$ cat src/rtl/prog_mem_arbiter.sv
// Program-memory arbiter: CPU fetch (fixed priority) vs. loader port, with
// starvation relief for the loader and a RUN/DRAIN/LOAD ownership FSM.
module prog_mem_arbiter #(
    parameter int ADDR_W   = 10,
    parameter int DATA_W   = 18,
    parameter int MAX_WAIT = 4
) (
    input  logic              CLK,
    input  logic              RST,
    input  logic              CPU_REQ,
    input  logic [ADDR_W-1:0] CPU_ADDR,
    output logic              CPU_GNT,
    output logic              CPU_RVALID,
    output logic [DATA_W-1:0] CPU_RDATA,
    output logic              CPU_HALTED,
    input  logic              LD_REQ,
    input  logic              LD_WE,
    input  logic [ADDR_W-1:0] LD_ADDR,
    input  logic [DATA_W-1:0] LD_WDATA,
    output logic              LD_GNT,
    output logic              LD_RVALID,
    output logic [DATA_W-1:0] LD_RDATA,
    input  logic              LOAD_MODE_REQ,
    output logic [ADDR_W-1:0] MEM_ADDR,
    output logic              MEM_WE,
    output logic [DATA_W-1:0] MEM_WDATA,
    input  logic [DATA_W-1:0] MEM_RDATA
);

    typedef enum logic [1:0] {
        ST_RUN   = 2'd0,
        ST_DRAIN = 2'd1,
        ST_LOAD  = 2'd2
    } state_t;

    typedef enum logic [1:0] {
        OWN_NONE = 2'd0,
        OWN_CPU  = 2'd1,
        OWN_LD   = 2'd2
    } owner_t;

    localparam logic [3:0] WAIT_LIM = 4'(MAX_WAIT);

    state_t     state_q, state_d;
    owner_t     owner_q, owner_d;
    logic [3:0] starv_q, starv_d;
    logic       force_ld;
    logic       cpu_gnt;
    logic       ld_gnt;

    // Grants and next state. Grants are suppressed while reset is held so a
    // write presented in the reset cycle never reaches the array.
    always_comb begin
        state_d  = state_q;
        cpu_gnt  = 1'b0;
        ld_gnt   = 1'b0;
        force_ld = 1'b0;
        case (state_q)
            ST_RUN: begin
                force_ld = LD_REQ && (starv_q == WAIT_LIM);
                cpu_gnt  = CPU_REQ && !force_ld;
                ld_gnt   = LD_REQ && !cpu_gnt;
                if (LOAD_MODE_REQ) state_d = ST_DRAIN;
            end
            ST_DRAIN: begin
                ld_gnt  = LD_REQ;
                state_d = LOAD_MODE_REQ ? ST_LOAD : ST_RUN;
            end
            ST_LOAD: begin
                ld_gnt = LD_REQ;
                if (!LOAD_MODE_REQ) state_d = ST_RUN;
            end
            default: state_d = ST_RUN;
        endcase
        if (!RST) begin
            cpu_gnt = 1'b0;
            ld_gnt  = 1'b0;
        end
    end

    always_comb begin
        starv_d = 4'd0;
        if (state_q == ST_RUN && LD_REQ && !ld_gnt) begin
            starv_d = (starv_q == WAIT_LIM) ? starv_q : starv_q + 4'd1;
        end
    end

    // Tag of whoever owns the read data returning next cycle.
    always_comb begin
        owner_d = OWN_NONE;
        if (cpu_gnt)                owner_d = OWN_CPU;
        else if (ld_gnt && !LD_WE)  owner_d = OWN_LD;
    end

    always_ff @(posedge CLK or negedge RST) begin
        if (!RST) begin
            state_q <= ST_RUN;
            owner_q <= OWN_NONE;
            starv_q <= 4'd0;
        end else begin
            state_q <= state_d;
            owner_q <= owner_d;
            starv_q <= starv_d;
        end
    end

    assign CPU_GNT    = cpu_gnt;
    assign LD_GNT     = ld_gnt;
    assign CPU_HALTED = (state_q == ST_LOAD);
    assign CPU_RVALID = (owner_q == OWN_CPU);
    assign LD_RVALID  = (owner_q == OWN_LD);
    assign CPU_RDATA  = MEM_RDATA;
    assign LD_RDATA   = MEM_RDATA;
    assign MEM_ADDR   = ld_gnt ? LD_ADDR : CPU_ADDR;
    assign MEM_WE     = ld_gnt && LD_WE;
    assign MEM_WDATA  = LD_WDATA;

endmodule

$ cat config.mk
export PLATFORM = sky130hd
export DESIGN_NAME = prog_mem_arbiter
export DESIGN_NICKNAME = d
export VERILOG_FILES = /design/src/rtl/prog_mem_arbiter.sv
export SDC_FILE = /design/constraint.sdc
export NUM_CORES = 1
export LEC_CHECK = 0
export ABC_AREA = 0
export CAP_MARGIN = 20
export CELL_PAD_IN_SITES_DETAIL_PLACEMENT = 0
export CELL_PAD_IN_SITES_GLOBAL_PLACEMENT = 2
export CORE_MARGIN = 2
export CORE_UTILIZATION = 12
export CTS_CLUSTER_DIAMETER = 80
export CTS_CLUSTER_SIZE = 14
export DETAILED_ROUTE_END_ITERATION = 8
export PLACE_DENSITY = 0.84
export SLEW_MARGIN = 20
export SYNTH_ARGS = -nofsm -noshare
export SYNTH_HDL_FRONTEND = slang
export SYNTH_SLANG_ARGS = --single-unit
$ cat constraint.sdc
create_clock -name CLK -period 2.9 [get_ports CLK]
set_clock_uncertainty 0.1 [all_clocks]
set_input_delay 0.435 -clock CLK [delete_from_list [all_inputs] [get_ports CLK]]
set_output_delay 0.435 -clock CLK [all_outputs]
set_load 0.005 [all_outputs]
==> run_results.csv <==
group,metric,value,unit
floorplanning,io_pins,132,
routing,drtIter0Drc,13,
cts,ctsHoldBuffers,0,
placement,gp_congestion,0.736,
setup_path,start_kind,"primary input",
cts,clk_pin_slew,40,ps
cells_and_area,area_growth,29.4,%
power_and_ir_drop,max-vdd-ir-drop,0.000132,V
global_routing,grt_overflow,0,
cts,htreeDepth,1,
setup_path,crit_type,"primary input to output port",
routing,firstDrtPassIters,4,
setup_path,cpMostUsedCell,"clkdlybuf4s50_1",
synthesis,synth.top_cells.by_area,"buf_4 38%, dfrtp_1 19%, mux2_2 9.5%",
cts,root_buffer,"clkbuf_8",
sta,fin_crit,2870,ps
global_routing,grt_pass1_vias,732,
cts,cts_buffers,3,
sta,rsz0062_at_grt,"false",
sta,setup_viol,0,
synthesis,yosysSeqAreaShare,0.188,
floorplanning,die_h,98.1,um
sta,min_period_over_period,0.989,
floorplanning,die_w,98.1,um
sta,hold_viol_final,0,
setup_path,worstPathArrival,2330,ps
synthesis,synth_top_area_frac,0.382,
floorplanning,core,0.00864,mm2
floorplanning,dieArea,0.00962,mm2
power_and_ir_drop,powerDensity,531,mW/mm2
routing,drt-total-wl,2120,um
routing,viasPerCell,3.12,
synthesis,postSynthAreaPerCell,9.32,um2
synthesis,syn_nets,183,
cts,clock-sinks,8,
flow_run,cap_violations,0,
global_routing,antenna_found_initial,0,
global_routing,grt_pass1_wl,3390,um
placement,dp_hpwl,1660,um
min_path,worst_hold_path_type,"primary input to asynchronous set/reset pin",
routing,ant_nets,0,
routing,wl_per_cell,9.57,um
synthesis,synth_top_cell_by_area,"buf_4",
synthesis,synth.distinct_cells,24,
setup_path,cp_slowest_cell,"clkdlybuf4s50_1",
floorplanning,row_count,34,
cells_and_area,antennaDiodeCount,0,
cells_and_area,nets,185,
global_routing,grt_usage,0.0444,
global_routing,grt_max_degree,10,
sta,worst_pin_slew,273,ps
sta,tns,0,ps
sta,slew_headroom,0.817,
cts,clk_latency,230,ps
setup_path,crit_required,2370,ps
floorplanning,initial_core_util,0.123,
placement,port_buffers,41,
cells_and_area,drive_gt1_frac,0.307,
synthesis,ys_ff_latch,8,
sta,timing.hold.ws,424,ps
synthesis,netlist_area,0.00106,mm2
synthesis,yosys_warnings,0,
cts,clk_path_buf_depth,2,
run_status,status,"complete, no violations",
cells_and_area,layout_common_cells,"35 x clkdlybuf4s50_1, 9 x mux2_2, 9 x buf_4",
sta,report.final.slew_viol_count,0,
setup_path,worst_path_largest_cell_delay,450,ps
cells_and_area,final_common_cell,"clkdlybuf4s50_1",
setup_path,endpoint_kind,"output port",
cts,cts_tree,"yes",
synthesis,synth_cells,114,
setup_path,crit_chain,"clkdlybuf4s50_1, a21boi_2, a211oi_4, buf_12, mux2_2, clkdlybuf4s50_1",
setup_path,cp_max_fo,8,
routing,post-route-drc-count,0,
power_and_ir_drop,leakagePower,0.594,nW
routing,vias,692,
sta,timing.fmax,349,MHz
[critical path, delay by kind of cell]
kind | cells | cell delay, ps
buffers and inverters | 3 | 1050
AO/OA/AOI/OAI | 2 | 510
multiplexers | 1 | 320
[cells in the mapped netlist]
cell type and instances:
nand3_1 2, nor3b_2 1, nand3b_4 1, dfrtp_1 8
nor2_1 3, a41oi_1 1, xnor2_1 1, and2_2 1
nor2b_1 2, mux2_4 3, inv_1 5, mux2i_1 2
ha_1 7, a211oi_4 1, buf_4 54, o21ai_0 1
buf_6 1, nor4_1 1, nor3_1 3, nand3b_1 1
a21oi_1 1, nand2_1 4, a21boi_1 1, mux2_2 9
[stage by stage]
| stage | power, mW | instances | util | setup slack (ps) | area [um2] |
|---|---|---|---|---|---|
| floorplan | 0.409 | 114 | - | 655 | 1060 |
| global placement | 0.510 | 212 | 0.143 | 35.5 | 1230 |
| detailed placement | 0.515 | 212 | 0.143 | 17.3 | 1230 |
| CTS | 0.674 | 217 | 0.150 | 5.12 | 1290 |
| global route | 0.797 | 222 | 0.159 | 5.34 | 1380 |
| finish | 0.730 | 222 | 0.159 | 31.0 | 1380 |
[where the power goes]
| group | internal, mW | switching, mW | leakage, nW |
|---|---|---|---|
| sequential | 0.137 | 0.0203 | 0.107 |
| clock | 0.0900 | 0.0454 | 0.0216 |
| combinational | 0.268 | 0.170 | 0.465 |
[state kept, by name (all words and copies together) (netlist names)]
register and cells:
owner_q 2, starv_q 4, state_q 2
[cell type report]
cell class / count / area, um2
Fill cell: 956 / 7260
Tap cell: 108 / 135
Inverter: 5 / 18.8
Clock buffer: 3 / 41.3
Timing Repair Buffer: 52 / 524
Multi-Input combinational cell: 46 / 455
Sequential cell: 8 / 200
[final timing paths]
kind	startpoint	endpoint	slack (ps)	cells after the start
max reg2reg	state_q[0]$_DFFE_PN0P_	starv_q[2]$_DFFE_PN0P_	1160	7
max in group asynchronous	RST	state_q[0]$_DFFE_PN0P_	2140	2
min	RST	starv_q[2]$_DFFE_PN0P_	420	2
max	CPU_REQ	MEM_ADDR[2]	30	6
min reg2reg	starv_q[1]$_DFFE_PN0P_	starv_q[1]$_DFFE_PN0P_	530	2
min in group CLK	starv_q[1]$_DFFE_PN0P_	starv_q[1]$_DFFE_PN0P_	530	2
[layer usage]
layer  track usage  share of wire
met5             0              0
met1        0.0407           0.33
met2        0.0664           0.44
met4        0.0406          0.058
met3        0.0293           0.17
[cells by family (layout without fill, tap and decap cells)]
logic type	after synthesis	count (layout)	share of synthesized area
buffers and inverters	60	60	0.410
AND/OR/NAND/NOR	19	19	0.111
multiplexers	14	14	0.157
flip-flops	8	8	0.188
adder cells (fa/ha/maj)	7	7	0.0824
AO/OA/AOI/OAI	5	5	0.0436
XOR/XNOR	1	1	0.00825
[repair_timing]
item                                    CTS  global route
endpoints found under the hold margin     0             0
buffers inserted                          2             5
endpoints found under the setup margin   10            11
resized for setup                         1            12
pin swaps                                 1             1
(Power assumes the default switching activity.)
